<file path="config.mk">
export PLATFORM = sky130hd
export DESIGN_NAME = rom_dl_ctrl
export DESIGN_NICKNAME = d
export VERILOG_FILES = /design/src/rtl/rom_dl_pkg.sv /design/src/rtl/dl_edge.sv /design/src/rtl/rom_dl_ctrl.sv
export SDC_FILE = /design/constraint.sdc
export NUM_CORES = 1
export LEC_CHECK = 0
export BUFFER_PORTS_ARGS = -buffer_cell sky130_fd_sc_hd__buf_2
export CORE_MARGIN = 2
export CORE_UTILIZATION = 56
export DETAILED_ROUTE_END_ITERATION = 6
export GPL_TIMING_DRIVEN = 0
export PLACE_DENSITY = 0.95
export SLEW_MARGIN = 40
export SYNTH_ARGS = -nofsm -noshare
export SYNTH_HDL_FRONTEND = slang
export SYNTH_SLANG_ARGS = --single-unit
</file>
<file path="constraint.sdc">
create_clock -name clk_sys -period 10.7 [get_ports clk_sys]
set_input_delay 1.07 -clock clk_sys [delete_from_list [all_inputs] [get_ports clk_sys]]
set_output_delay 1.07 -clock clk_sys [all_outputs]
set_load 0.02 [all_outputs]
</file>
<file path="src/rtl/rom_dl_pkg.sv">
// rtl/rom_dl_pkg.sv - shared types and constants for the ROM download controller
package rom_dl_pkg;

  typedef enum logic [1:0] {
    IDLE = 2'd0,
    LOAD = 2'd1,
    HOLD = 2'd2,
    RUN  = 2'd3
  } dl_state_e;

  localparam logic [7:0]  DL_INDEX_DEF = 8'd0;
  localparam logic [24:0] ROM_WINDOW   = 25'h001_0000;
  localparam int unsigned BYTES_W      = 17;

endpackage

</file>
<file path="src/rtl/dl_edge.sv">
// rtl/dl_edge.sv - registered rise/fall detector for an ioctl download level
module dl_edge (
  input  logic clk_sys,
  input  logic reset,
  input  logic level,
  output logic rise,
  output logic fall
);

  logic level_q;

  // The copy keeps tracking during reset so a download already in flight
  // when reset releases is not mistaken for a fresh start.
  always_ff @(posedge clk_sys) begin
    if (reset) level_q <= level;
    else       level_q <= level;
  end

  assign rise = level & ~level_q;
  assign fall = ~level & level_q;

endmodule

</file>
<file path="src/rtl/rom_dl_ctrl.sv">
// rtl/rom_dl_ctrl.sv - qualifies the ROM download stream and sequences the core reset
module rom_dl_ctrl
  import rom_dl_pkg::*;
#(
  parameter logic [24:0] ROM_BYTES  = ROM_WINDOW,
  parameter logic [7:0]  RESET_HOLD = 8'd255,
  parameter logic [7:0]  DL_INDEX   = DL_INDEX_DEF
) (
  input  logic               clk_sys,
  input  logic               reset,
  input  logic               ioctl_downl,
  input  logic [7:0]         ioctl_index,
  input  logic               ioctl_wr,
  input  logic [24:0]        ioctl_addr,
  input  logic [7:0]         ioctl_dout,
  input  logic               user_reset,
  output logic [15:0]        dn_addr,
  output logic [7:0]         dn_data,
  output logic               dn_wr,
  output logic               rom_loaded,
  output logic               core_reset,
  output logic [BYTES_W-1:0] dl_bytes,
  output logic [15:0]        dl_sum,
  output logic               dl_error
);

  dl_state_e          state, state_nxt;
  logic [7:0]         hold_cnt;
  logic               dl_rise, dl_fall;
  logic               idx_ok, qw, in_win, start, loading, acc, bad_wr, finish;
  logic [BYTES_W-1:0] bytes_base, bytes_nxt;
  logic [15:0]        sum_nxt;
  logic               err_nxt;

  dl_edge u_dl_edge (
    .clk_sys (clk_sys),
    .reset   (reset),
    .level   (ioctl_downl),
    .rise    (dl_rise),
    .fall    (dl_fall)
  );

  assign idx_ok  = (ioctl_index == DL_INDEX);
  assign qw      = ioctl_downl & ioctl_wr & idx_ok;
  assign in_win  = (ioctl_addr < ROM_BYTES);
  assign start   = dl_rise & idx_ok & ((state == IDLE) | (state == RUN));
  assign loading = (state == LOAD) | start;
  assign acc     = loading & qw & in_win;
  assign bad_wr  = loading & qw & ~in_win;
  assign finish  = (state == LOAD) & dl_fall;

  // A new download clears the tallies in the same cycle it may count a byte.
  assign bytes_base = start ? '0 : dl_bytes;
  assign bytes_nxt  = (acc && bytes_base != '1) ? bytes_base + 1'b1 : bytes_base;
  assign sum_nxt    = (start ? 16'h0 : dl_sum) + (acc ? {8'h00, ioctl_dout} : 16'h0);
  assign err_nxt    = (start ? 1'b0 : dl_error) | bad_wr;

  always_ff @(posedge clk_sys) begin
    if (reset) state <= IDLE;
    else       state <= state_nxt;
  end

  always_comb begin
    state_nxt = state;
    case (state)
      IDLE: if (start) state_nxt = LOAD;
      LOAD: if (dl_fall) state_nxt = (bytes_nxt == '0) ? IDLE : HOLD;
      HOLD: if (hold_cnt == 8'd0) state_nxt = RUN;
      RUN:  if (start) state_nxt = LOAD;
      default: state_nxt = IDLE;
    endcase
  end

  always_comb begin
    core_reset = 1'b1;
    case (state)
      IDLE:    core_reset = rom_loaded ? user_reset : 1'b1;
      LOAD:    core_reset = 1'b1;
      HOLD:    core_reset = 1'b1;
      RUN:     core_reset = user_reset;
      default: core_reset = 1'b1;
    endcase
  end

  always_ff @(posedge clk_sys) begin
    if (reset) begin
      dn_wr      <= 1'b0;
      dn_addr    <= 16'h0;
      dn_data    <= 8'h0;
      rom_loaded <= 1'b0;
      dl_bytes   <= '0;
      dl_sum     <= 16'h0;
      dl_error   <= 1'b0;
      hold_cnt   <= 8'd0;
    end else begin
      dn_wr <= acc;
      if (acc) begin
        dn_addr <= ioctl_addr[15:0];
        dn_data <= ioctl_dout;
      end
      if (loading) begin
        dl_bytes <= bytes_nxt;
        dl_sum   <= sum_nxt;
        dl_error <= err_nxt | (finish & (bytes_nxt == '0));
      end
      if (finish && bytes_nxt != '0) begin
        rom_loaded <= 1'b1;
        hold_cnt   <= RESET_HOLD;
      end else if (state == HOLD && hold_cnt != 8'd0) begin
        hold_cnt <= hold_cnt - 8'd1;
      end
    end
  end

endmodule
</file>
Word-level counts from Yosys, hierarchy flattened

Cells that the tools add are included.

Add/subtract/negate cells: 3
Order comparisons: 1
Eq/ne operators: 7
Muxes and demuxes: 14
Bitwise logic cells: 18
Reductions and logical operators: 13

Operators by type and width:

| operator                                                                        | count |
|---|---|
| 17-bit two-way mux                                                              | 2 |
| 25-bit by 17-bit less-than comparator with 1-bit output (second input constant) | 1 |
| 8-bit two-way mux                                                               | 3 |
| 17-bit by 1-bit adder with 17-bit output (second input constant)                | 1 |
| 17-bit logical NOT                                                              | 1 |
| 17-bit != test (second input constant)                                          | 1 |
| 17-bit nonzero test                                                             | 1 |
| 16-bit by 8-bit adder with 16-bit output                                        | 1 |
| 8-bit logical NOT                                                               | 2 |
| 16-bit two-way mux                                                              | 1 |
| 1-bit bitwise AND                                                               | 11 |
| 2-bit two-way mux                                                               | 4 |
| 8-bit nonzero test                                                              | 1 |
| 8-bit by 1-bit subtractor with 8-bit output (second input constant)             | 1 |
| 2-bit one-hot mux with 3 select lines                                           | 1 |
| 2-bit equality test (second input constant)                                     | 2 |
| 2-bit != test (second input constant)                                           | 2 |
| 1-bit bitwise OR                                                                | 4 |
| 2-bit OR reduction                                                              | 2 |
| 1-bit logical AND                                                               | 3 |
| 1-bit inverter                                                                  | 3 |
| 1-bit one-hot mux with 3 select lines                                           | 1 |
| 3-bit AND reduction                                                             | 1 |
| 2-bit by 1-bit equality test with 1-bit output (second input constant)          | 1 |
| other kinds (4)                                                                 | 5 |

Register bits after elaboration: 71
Bits of input ports: 46
Word-level logic and storage cells: 66

Logic depth before layout (Yosys ltp)

Word-level depth: 13
Depth in mapped cells: 19
Depth with buffers taken out: 18

By module

A second synthesis with hierarchy kept.

Cell total of the unflattened synthesis: 482
Area, all modules: 3813.7 sq um

By module, submodules not included:

| module      | instances | cells an instance | area each (sq um) | seq. area each (sq um) |
|---|---|---|---|---|
| rom_dl_ctrl | 1         | 479               | 3778.6            | 1401.3 |
| dl_edge     | 1         | 3                 | 35.0              | 20.0 |

Least setup slack after synthesis

No wires, ideal clock.

Path type: input -> register
Start point: input ioctl_index[1]
End point: register dl_error
Setup time: 0.086 ns
Arrival: 4.906 ns
Data required time: 10.614 ns
Slack: 5.707 ns
Stages on the path: 17
Buffers on the path: 1
Cell sequence: nor4_4 -> nand4_1 -> clkbuf_1 -> and2_1 -> ha_1 -> and3_1 -> nand4_1 -> nor4b_1 -> ha_1 -> nor2b_1 -> nand4_4 -> or2_4 -> o41ai_2 -> o22ai_1 -> or3_1 -> or3_1 -> a221oi_2

Longest elaborated chain between the ends: 11

RTL lines:

| what                                                                                              | RTL line           | source |
|---|---|---|
| start: declaration                                                                                | rom_dl_ctrl.sv:12  | `input logic [7:0] ioctl_index,` |
| 8-bit logical NOT *                                                                               | rom_dl_ctrl.sv:43  | `assign idx_ok = (ioctl_index == DL_INDEX);` |
| parallel branches: the longest is 10 deep, another holds 17-bit by 1-bit adder with 17-bit output | n/a                |  |
| end signal: assignment                                                                            | rom_dl_ctrl.sv:104 | `dl_error <= err_nxt \| (finish & (bytes_nxt == '0));` |
| end: declaration                                                                                  | rom_dl_ctrl.sv:24  | `output logic dl_error` |

Mark *: on every way between the ends.
A chain may end at the register's enable or synchronous reset.

Final worst setup path

Start point: input ioctl_index[1]
End point: register hold_cnt[4]

Longest elaborated chain between the ends: 11

RTL lines:

| what                                                                                             | RTL line           | source |
|---|---|---|
| 8-bit logical NOT *                                                                              | rom_dl_ctrl.sv:43  |  |
| parallel branches: the longest is 6 deep, another holds 17-bit by 1-bit adder with 17-bit output | n/a                |  |
| 17-bit two-way mux *                                                                             | rom_dl_ctrl.sv:54  | `assign bytes_nxt = (acc && bytes_base != '1) ? bytes_base + 1'b1 : bytes_base;` |
| 17-bit nonzero test *                                                                            | rom_dl_ctrl.sv:106 | `if (finish && bytes_nxt != '0) begin` |
| 1-bit logical AND *                                                                              | rom_dl_ctrl.sv:106 |  |
| 8-bit two-way mux / 2-bit nonzero test (equally long branches)                                   | n/a                |  |
| end signal: assignment                                                                           | rom_dl_ctrl.sv:110 | `hold_cnt <= hold_cnt - 8'd1;` |
| end: declaration                                                                                 | rom_dl_ctrl.sv:28  | `logic [7:0] hold_cnt;` |

Marks and branches as above.

==> results.sh <==
export IMPL_drive_gt1_frac=0.221
export IMPL_rsz0062_at_grt="no"
export IMPL_synth_edf_count=0
export IMPL_die_area_mm2=0.00732
export IMPL_reg2reg_depth=19
export IMPL_tightest_slew_ps=737
export IMPL_tns_ps=0
export IMPL_synth_cell_types=45
export IMPL_syn_area_mm2=0.00373
export IMPL_placed_cells=655
export IMPL_wl_met1_um=4190
export IMPL_portBuffers=106
export IMPL_hpwl_um=7500
export IMPL_synth_seq_cells=71
export IMPL_clock_fmax_mhz=176
export IMPL_num_antenna_cells=0
export IMPL_hp_start="dn_addr[10]$_SDFFE_PP0N_"
export IMPL_fin_crit_ps=5690
export IMPL_dp_slack_ps=4800
export IMPL_grt_max_degree=16
export IMPL_cts_repair_resized=0
export IMPL_ys_flop_type="dfxtp_1"
export IMPL_r2r_setup_slack_ps=5030
export IMPL_route_met3_wl_um=644
export IMPL_setup_ws_ps=5010
export IMPL_place_congestion=0.905
export IMPL_multi_input_area_mm2=0.00214
export IMPL_p_leak_nw=1.98
export IMPL_numCtsBuffers=9
export IMPL_syn_to_final_growth_pct=21.8
export IMPL_wl_met2_um=5170
export IMPL_synth_avg_cell_area_um2=7.89
export IMPL_worstSetupPathType="in -> reg"
export IMPL_cts_tree="done"
export IMPL_synthArstFlopShare=0
export IMPL_drv_slew=0
export IMPL_hold_depth=2
export IMPL_avgRoutedWirePerCell_um=15.4
export IMPL_cp_start_kind="primary input"
export IMPL_detail_route_antenna_nets=0
export IMPL_cp_end_kind="register"
export IMPL_regArea_mm2=0.00142
export IMPL_postCtsHoldBufs=0
export IMPL_nets=653
export IMPL_path_max_fanout=10
export IMPL_slew_headroom=0.507
export IMPL_antenna_found_initial=0
export IMPL_die_h_um=85.6
export IMPL_cts_buffer_depth=2
export IMPL_maxCapViolations=0
export IMPL_crit_required_ps=10910
export IMPL_postCtsSetupBuffers=0
export IMPL_hold_path_class="reg -> reg"
export IMPL_cts_htree_levels=3
export IMPL_dr_pass1_iters=5
export IMPL_row_count=29
export IMPL_peakVddDrop_mv=0.0998
export IMPL_nFillCells=495
export IMPL_top_layer_used="met4"
export IMPL_clkLatencyLatePin_ps=360
export IMPL_drt_iter0_drc=267
export IMPL_status="complete, no violations"
export IMPL_cp_arrival_ps=5890
export IMPL_min_period_over_period=0.531
export IMPL_coreArea_mm2=0.00639
export IMPL_viasPerCell=5.77
export IMPL_setup_viol=0
export IMPL_drt_total_wl_um=10300
export IMPL_drc=0
export IMPL_synthCells=472
export IMPL_cts_root_buf="clkbuf_8"
export IMPL_hold_path_end="dn_addr[10]$_SDFFE_PP0N_"
export IMPL_finalHoldViolCount=0
export IMPL_ys_seq_area_frac=0.381
export IMPL_final_cells=671
export IMPL_fin_worst_skew_ps=12.8
export IMPL_io_pins=107
export IMPL_whs_ps=459
export IMPL_initial_core_util=0.583
export IMPL_clock_sinks=71
export IMPL_via_count=3869
export IMPL_crit_start="ioctl_index[1]"
export IMPL_grt_overflow=0
export IMPL_grt_pass1_vias=3752
export IMPL_rr_endpoint="hold_cnt[4]$_SDFFE_PP0P_"
export IMPL_ys_warn_count=0
export IMPL_r2r_start="state[0]$_SDFFE_PP0P_"
export IMPL_clk_pin_slew_ps=80
export IMPL_syn_nets=536
export IMPL_grt_use_total=0.280
export IMPL_die_width_um=85.6
export IMPL_grt_pass1_wl_um=16500
export IMPL_p_per_area_mw_per_mm2=114
[cell usage in the layout, fill, tap and decap left out, drive strengths merged, types with 2 or more instances in the layout]
cell	netlist	layout
ha	17	17
o31a	2	2
o21ai	25	25
o21bai	2	2
nor4b	2	2
nor2b	2	2
inv	23	27
and3	3	3
clkbuf	20	29
a211oi	4	4
buf	0	106
nor3	13	13
nand4	6	6
a21boi	2	2
nor4	12	12
and2	13	13
xor2	8	8
nor3b	3	3
xnor2	26	26
nand2	85	85
a21oi	45	45
dfxtp	71	71
a31oi	2	2
and4	3	3
or3	10	10
clkinvlp	0	2
a21o	2	2
nor2	36	36
nand2b	2	2
nand3	21	21
[sequential cells by signal (all words and copies together), names as in the netlist]
signal / cells
u_dl_edge.level_q: 1
dl_error: 1
dn_data: 8
dn_wr: 1
dl_bytes: 17
state: 2
dl_sum: 16
hold_cnt: 8
dn_addr: 16
rom_loaded: 1
[critical path, cell delays in order]
cell and delay [ps]:
buf_2 110, nor4_4 330, nand4_1 450, clkbuf_1 340, and2_1 230, ha_1 260, and3_1 220, nand4_1 180
nor4b_1 100, ha_1 240, nor2b_1 240, nand4_1 320, nor4_1 410, xnor2_1 200, o22ai_1 110, or3_1 440
o21ai_1 450, o21ai_0 180
[logic make-up (layout without fill, tap and decap cells)]
family,after synthesis,count (layout),share of synthesized area
AOI/OAI and AO/OA,92,92,0.144
adders and majority gates,18,18,0.0625
xor gates and xnor gates,34,34,0.0799
DFF,71,71,0.381
and+or+nand+nor,214,214,0.289
buffers and inverters,43,165,0.0433
[where the power goes]
group | internal (mW) | switching [mW]
sequential | 0.266 | 0.00210
combinational | 0.0155 | 0.0282
clock | 0.0885 | 0.118
[worst max path at each step]
stage | slack (ps) | cells after the start | endpoint
floorplan | 5710 | 17 | dl_error$_SDFFE_PP0P_
global placement | 4900 | 18 | hold_cnt[2]$_SDFFE_PP0P_
detailed placement | 4800 | 18 | rom_loaded$_SDFFE_PP0P_
CTS | 5080 | 18 | hold_cnt[4]$_SDFFE_PP0P_
global route | 4610 | 19 | hold_cnt[6]$_SDFFE_PP0P_
finish | 5010 | 18 | hold_cnt[4]$_SDFFE_PP0P_
[final cells by class]
type	instances	area share
buffer	20	0.0165
tap	77	0.0212
multi-input combinational	358	0.472
timing repair buffer	106	0.117
sequential	71	0.313
clock inverter	7	0.0135
clock buffer	9	0.0273
inverter	23	0.0190
[through the flow]
step	area (um2)	utilization	power (mW)
6_report	4540	0.711	0.518
5_1_grt	4540	0.711	0.534
4_1_cts	4540	0.711	0.516
3_5_place_dp	4350	0.682	0.317
3_3_place_gp	4350	0.682	0.315
2_1_floorplan	3730	-	0.298
[cell usage after synthesis (10+ instances only)]
library cell / n / area [um2]
and2_1: 13 / 81.3
nand3_1: 20 / 100
or3_1: 10 / 62.6
xnor2_1: 26 / 228
a21oi_1: 45 / 225
dfxtp_1: 71 / 1420
nand2_1: 85 / 319
nor4_1: 10 / 62.6
inv_1: 23 / 86.3
nor3_1: 11 / 55.1
nor2_1: 36 / 135
o21ai_0: 23 / 115
clkbuf_1: 20 / 75.1
ha_1: 17 / 213
[routing by layer]
metal,track usage,vias to the layer above
li1,-,1850
met1,0.332,1806
met2,0.496,178
met3,0.0375,35
met4,0.139,0
met5,0,-
No activity file was read; power rests on OpenSTA's default activity.
